File: src/rtl/fetch_stage.sv
// -----------------------------------------------------------------------------
// fetch_stage
//   Instruction-fetch stage of a five-stage RV32 pipeline. It holds the fetch
//   PC, selects the next PC (sequential, branch/jal target or jalr target), and
//   drives the IF/ID pipeline register with stall, flush and bubble tracking.
//   Two free-running counters report capture and flush activity.
//
// Ports
//   clk         in   1   clock, all state updates on the rising edge
//   rst         in   1   synchronous active-high reset
//   StallF      in   1   hold PCF (a redirect still wins)
//   StallD      in   1   hold the IF/ID register
//   FlushD      in   1   turn the IF/ID register into a bubble (beats StallD)
//   PCSrcE      in   2   00 seq, 01 branch/jal, 10 jalr, 11 treated as 01
//   PCTargetE   in  32   branch/jal target
//   ALUResultE  in  32   jalr target (bit 0 cleared here)
//   InstrF      in  32   instruction memory read data for address PCF
//   PCF         out 32   current fetch address (register output)
//   InstrD      out 32   registered instruction for Decode
//   PCD         out 32   registered PC of InstrD
//   PCPlus4D    out 32   registered PCD + 4
//   ValidD      out  1   1 = InstrD is a real instruction, 0 = bubble
//   FetchCount  out 32   number of IF/ID capture cycles (wraps)
//   FlushCount  out 32   number of non-reset cycles with FlushD=1 (wraps)
// -----------------------------------------------------------------------------
module fetch_stage #(
  parameter logic [31:0] RESET_PC  = 32'h0000_0000,
  parameter logic [31:0] NOP_INSTR = 32'h0000_0013
) (
  input  logic        clk,
  input  logic        rst,
  input  logic        StallF,
  input  logic        StallD,
  input  logic        FlushD,
  input  logic [1:0]  PCSrcE,
  input  logic [31:0] PCTargetE,
  input  logic [31:0] ALUResultE,
  input  logic [31:0] InstrF,
  output logic [31:0] PCF,
  output logic [31:0] InstrD,
  output logic [31:0] PCD,
  output logic [31:0] PCPlus4D,
  output logic        ValidD,
  output logic [31:0] FetchCount,
  output logic [31:0] FlushCount
);

  typedef enum logic [1:0] {
    PC_SEQ    = 2'b00,
    PC_BRANCH = 2'b01,
    PC_JALR   = 2'b10,
    PC_RSVD   = 2'b11
  } pc_src_e;

  // State
  logic [31:0] pc_q,        pc_d;
  logic [31:0] instr_q,     instr_d;
  logic [31:0] pcd_q,       pcd_d;
  logic [31:0] pc_plus4_q,  pc_plus4_d;
  logic        valid_q,     valid_d;
  logic [31:0] fetch_cnt_q, fetch_cnt_d;
  logic [31:0] flush_cnt_q, flush_cnt_d;

  // Combinational helpers
  logic [31:0] pc_plus4_f;
  logic [31:0] pc_next;
  logic        redirect;
  logic        capture;
  pc_src_e     pc_src;

  assign pc_src     = pc_src_e'(PCSrcE);
  assign pc_plus4_f = pc_q + 32'd4;  // natural 32-bit wrap at 0xFFFF_FFFC
  assign redirect   = (pc_src != PC_SEQ);
  assign capture    = !FlushD && !StallD;

  // ---------------------------------------------------------------------------
  // Next-PC selection
  // ---------------------------------------------------------------------------
  // NOTE: every signal assigned in always_comb gets a default first so no path
  // leaves it unassigned, which would infer a latch.
  always_comb begin
    pc_next = pc_plus4_f;
    unique case (pc_src)
      PC_SEQ:    pc_next = pc_plus4_f;
      PC_BRANCH: pc_next = PCTargetE;
      PC_JALR:   pc_next = ALUResultE & ~32'h1;
      PC_RSVD:   pc_next = PCTargetE;
    endcase
  end

  // A taken redirect from Execute must not be lost to a fetch stall, so it
  // overrides StallF; only the sequential case honours the stall.
  always_comb begin
    pc_d = pc_q;
    if (redirect) begin
      pc_d = pc_next;
    end else if (!StallF) begin
      pc_d = pc_plus4_f;
    end
  end

  // ---------------------------------------------------------------------------
  // IF/ID register next state: flush, then stall, then capture
  // ---------------------------------------------------------------------------
  always_comb begin
    instr_d    = instr_q;
    pcd_d      = pcd_q;
    pc_plus4_d = pc_plus4_q;
    valid_d    = valid_q;
    if (FlushD) begin
      instr_d    = NOP_INSTR;
      pcd_d      = 32'd0;
      pc_plus4_d = 32'd0;
      valid_d    = 1'b0;
    end else if (!StallD) begin
      instr_d    = InstrF;
      pcd_d      = pc_q;
      pc_plus4_d = pc_plus4_f;
      valid_d    = 1'b1;
    end
  end

  // Activity counters; both wrap naturally at 2^32.
  always_comb begin
    fetch_cnt_d = fetch_cnt_q;
    flush_cnt_d = flush_cnt_q;
    if (capture) fetch_cnt_d = fetch_cnt_q + 32'd1;
    if (FlushD)  flush_cnt_d = flush_cnt_q + 32'd1;
  end

  // ---------------------------------------------------------------------------
  // State register
  // ---------------------------------------------------------------------------
  // NOTE: sequential state uses non-blocking assignments so every register
  // samples pre-edge values regardless of statement order. Reset is
  // synchronous and wins over every other input, so a pending redirect or
  // stall seen alongside rst is simply dropped.
  always_ff @(posedge clk) begin
    if (rst) begin
      pc_q        <= RESET_PC;
      instr_q     <= NOP_INSTR;
      pcd_q       <= 32'd0;
      pc_plus4_q  <= 32'd0;
      valid_q     <= 1'b0;
      fetch_cnt_q <= 32'd0;
      flush_cnt_q <= 32'd0;
    end else begin
      pc_q        <= pc_d;
      instr_q     <= instr_d;
      pcd_q       <= pcd_d;
      pc_plus4_q  <= pc_plus4_d;
      valid_q     <= valid_d;
      fetch_cnt_q <= fetch_cnt_d;
      flush_cnt_q <= flush_cnt_d;
    end
  end

  // All outputs come straight from registers.
  assign PCF        = pc_q;
  assign InstrD     = instr_q;
  assign PCD        = pcd_q;
  assign PCPlus4D   = pc_plus4_q;
  assign ValidD     = valid_q;
  assign FetchCount = fetch_cnt_q;
  assign FlushCount = flush_cnt_q;

endmodule

File: config.mk
export PLATFORM = sky130hd
export DESIGN_NAME = fetch_stage
export DESIGN_NICKNAME = d
export VERILOG_FILES = /design/src/rtl/fetch_stage.sv
export SDC_FILE = /design/constraint.sdc
export NUM_CORES = 1
export LEC_CHECK = 0
export BUFFER_PORTS_ARGS = -buffer_cell sky130_fd_sc_hd__buf_2
export CAP_MARGIN = 20
export CORE_MARGIN = 1
export CORE_UTILIZATION = 38
export DETAILED_ROUTE_END_ITERATION = 8
export GPL_ROUTABILITY_DRIVEN = 0
export PLACE_DENSITY = 0.64
export SETUP_SLACK_MARGIN = 0.05
export SYNTH_ARGS = -nofsm -noshare
export SYNTH_HDL_FRONTEND = slang
export SYNTH_SLANG_ARGS = --single-unit
File: constraint.sdc
create_clock -name clk -period 2.1 [get_ports clk]
set_input_delay 0.315 -clock clk [delete_from_list [all_inputs] [get_ports clk]]
set_output_delay 0.315 -clock clk [all_outputs]
set_load 0.1 [all_outputs]
==> results by group <==
Outcome
  • Run status: finished, final reports clean

Die
  • Die W: 155 um
  • Vertical die dimension: 155 um
  • Effective utilization at floorplan: 0.389
  • # IOs: approximately 300
  • Die Footprint: 0.0239 mm2
  • Area of the placeable core: 0.0228 mm2
  • Cell Rows: 55

Timing
  • Worst-case hold slack: 0.104 ns
  • Worst clock skew: roughly 0.013 ns
  • Final-report setup violation count: 0
  • Shortest period the worst path allows: 1.98 ns
  • Setup repair after global routing missed its margin: true
  • Highest achievable clock rate: between 500 and 600 MHz
  • Number of failing hold endpoints at the final stage: 0
  • Transition at the pin with the smallest max-transition slack: roughly 0.57 ns
  • Worst relative slew slack: 0.618
  • Share of the clock period used by the worst path: 0.943
  • Total count of max-transition violations in the final report: 0

Run
  • Count of maximum capacitance violations: 0

Detailed routing
  • DRC viols: 0
  • Total vias in the final route: about 8.5k
  • Vias/cell: slightly above 5
  • DR WL/cell: approximately 17 um
  • 1st-iter DRT viols: 532
  • Number of nets still failing antenna checks after routing: 0
  • Wire length reported by the detailed router: around 27 mm
  • Number of search-and-repair iterations in the first detailed-routing pass: 5

GRT
  • Global-route congestion overflow total: 0
  • Number of antenna violations at the first check in global routing: 2
  • Global-route wire length before repair: 42.8 mm
  • Largest net degree at the start of global routing: 81
  • GRT Overall Usage: 0.226
  • Via count of the first global-routing pass: roughly 8k

Critical path
  • Worst reg-to-reg setup slack: 0.12 ns
  • Crit path from: FetchCount[0]$_SDFFE_PP0P_
  • Setup crit end kind: register
  • WP data required: 2.46 ns
  • Delay contributed by the slowest stage of the critical path: 0.50 ns
  • Crit path cell chain: ha_4 -> or3b_4 -> or4_4 -> or3_1 -> a21oi_1
  • Reg2reg path depth: 5
  • Worst path slowest cell: or4_4
  • Crit path max fanout: 7
  • Capture instance of the worst register-to-register path: FetchCount[24]$_SDFFE_PP0P_
  • Crit Reg-Reg Startpoint: FetchCount[0]$_SDFFE_PP0P_
  • Crit Path Category: register to register
  • Arrival time reported for the critical path endpoint: 2.34 ns
  • Kind of start point of the critical path: register
  • CP endpoint: FetchCount[24]$_SDFFE_PP0P_

Synth
  • Fraction of the mapped netlist area in compound gates: 0.120
  • Multiplexer area fraction after synthesis: 0.0825
  • Warnings, synthesis: 0
  • Synthesized-area fraction occupied by adder cells: 0.00424
  • Dominant combinational cell family by area after synthesis: simple AND/OR/NAND/NOR gates
  • Top_reg_cell synth: dfxtp_1
  • Cell with the most instances after synthesis: dfxtp_1
  • Post-synth top area share: 0.432
  • Count of mapped cells out of synthesis: 1040
  • Netlist cell types: 54
  • Area fraction in and, or, nand and nor cells after synthesis: 0.234
  • Sequential share of the synthesized area: 0.432
  • Post-synth EDFFs: 0
  • Net Count, Synth: 1146
  • Async SR Flop Fraction: 0
  • Xor and xnor area share after synthesis: 0.0811
  • Library cell with the largest summed area after synthesis: dfxtp_1
  • FF+latch count, synth: about 190
  • Avg Cell Area, Syn: roughly 8.5 um2
  • Most area-consuming cells after synthesis: dfxtp_1 (43%), mux2i_1 (8.3%), nor2_1 (7.2%)
  • Top cells by instance count after synthesis: dfxtp_1 (191), nor2_1 (170), mux2i_1 (73)
  • Total standard cell area after synthesis: 0.00886 mm2

Pwr
  • Share of power burned in registers: 0.439
  • Leakage power of the design: 5.07 nW
  • P_sw: 2.95 mW
  • Int Power: a little under 6 mW
  • Power per cell area: 753 mW/mm2
  • Clock group share of total power: 0.379
  • Maximum vdd ir drop: 0.682 mV
  • Combinational power share: 0.182
  • Switching share of power: 0.337

Hold path
  • Type of the worst min-delay path: input port to register

CTS
  • Clock slew seen by the registers of the worst setup and hold paths: 0.08 ns
  • Clock H-tree levels: 4
  • # hold bufs at CTS: 0
  • TritonCTS Sinks: 191
  • CTS tree: yes
  • Maximum buffer depth of the clock tree: 2
  • Number of buffers added by the clock tree synthesis step: 17
  • Clock latency on the worst-skew pair: 0.43 ns
  • Clock root cell: clkbuf_16

Cells and area
  • Ratio of cells with drive above 1 in the final layout: 0.356
  • Post-layout net count: 1428
  • Area growth from synthesis to final layout: 31.5%
  • Area of all placed cells without fillers: between 0.01 and 0.015 mm2
  • Final antenna diode count: 0

Place
  • Half-perimeter wire length after placement: between 15 and 20 mm
  • I/O Buffers: 294
  • Placement Cell Area: 0.0110 mm2
-- final cells by class --
type / count / area, um2
inverter: 19 / 71.3
fill: 2223 / 11100
sequential: 191 / 4000
clock inverter: 14 / 168
timing repair buffer: 341 / 1870
clock buffer: 18 / 429
multi-input combinational: 752 / 4710
tap: 313 / 392
-- layer usage --
layer,vias to the layer above,GRT usage,part of all wire
li1,4202,-,-
met1,3944,0.286,0.43
met5,-,0,0.00080
met2,283,0.394,0.49
met4,4,0.0514,0.013
met3,39,0.0471,0.061
-- worst max-delay path, delay by kind of cell (launching register included) --
family	cells	cell delay (ns)
AND/OR/NAND/NOR	3	1.26
AO/OA/AOI/OAI	1	0.12
adder cells (fa/ha/maj)	1	0.15
flip-flops	1	0.38
-- through the flow --
step / cells / worst slack [ns] / total power, mW / util / setup TNS [ns]
detailed placement: 1613 / 0.116 / 5.53 / 0.483 / 0
global route: 1648 / 0.0506 / 9.14 / 0.511 / 0
floorplan: 1040 / -0.0928 / 5.14 / - / -0.310
global placement: 1613 / 0.126 / 5.51 / 0.483 / 0
finish: 1648 / 0.121 / 8.77 / 0.511 / 0
CTS: 1645 / 0.0867 / 8.86 / 0.509 / 0
-- worst min path at each step --
stage                        start                      to  slack, ns  cells past startpoint
2_1_floorplan            InstrF[0]  InstrD[0]$_SDFFE_PP1N_       0.44                      2
3_3_place_gp   ValidD$_SDFFE_PP0N_     ValidD$_SDFFE_PP0N_       0.43                      1
3_5_place_dp   ValidD$_SDFFE_PP0N_     ValidD$_SDFFE_PP0N_       0.44                      1
4_1_cts                  InstrF[1]  InstrD[1]$_SDFFE_PP1N_       0.09                      3
5_1_grt                  InstrF[1]  InstrD[1]$_SDFFE_PP1N_       0.09                      3
6_report                 InstrF[1]  InstrD[1]$_SDFFE_PP1N_       0.10                      3
-- state kept, by name, summed over array words and instances, names as in the netlist --
signal	flops
FlushCount	32
ValidD	1
PCPlus4D	30
PCF	32
PCD	32
FetchCount	32
InstrD	32
-- kinds of logic (layout without fill, tap and decap cells) --
group / after synthesis / in the layout
AOI/OAI and AO/OA: 172 / 172
xor gates and xnor gates: 82 / 82
adders and majority gates: 3 / 3
muxes: 73 / 73
DFF: 191 / 191
buffers and inverters: 97 / 392
and+or+nand+nor: 422 / 422
-- placed cells by master (no fill, tap or decap), types with 5 or more instances in the layout --
cell type,netlist,final
dfxtp_2,0,52
dfxtp_4,0,30
mux2i_1,73,73
a22oi_1,6,6
xor2_1,33,33
a21oi_1,62,62
dfxtp_1,191,109
nand2b_1,17,17
and3_1,11,11
and2_1,14,14
xnor2_1,49,49
a2111oi_0,7,6
nand4_1,32,32
nand3_1,33,32
nor2_1,170,170
o21ai_0,41,41
nand2_1,62,62
and4_1,15,15
nor3_1,26,23
or3_1,7,6
o31ai_1,17,17
nor4_1,16,12
clkbuf_16,0,17
buf_2,14,292
inv_6,0,5
buf_4,4,46
a211oi_1,18,18
inv_1,19,19
-- power by group through the flow --
stage	clock network [mW]	logic (mW)	registers (mW)
finish	3.32	1.60	3.85
detailed placement	0	1.59	3.94
global placement	0	1.58	3.93
global route	3.58	1.69	3.87
floorplan	0	0.526	4.62
CTS	3.41	1.60	3.85
-- timing repair --
| item | CTS | global route |
|---|---|---|
| setup endpoints to repair | 0 | 7 |
| gates resized for setup | 0 | 4 |
| setup buffers | 0 | 3 |
(Power assumes the default switching activity.)
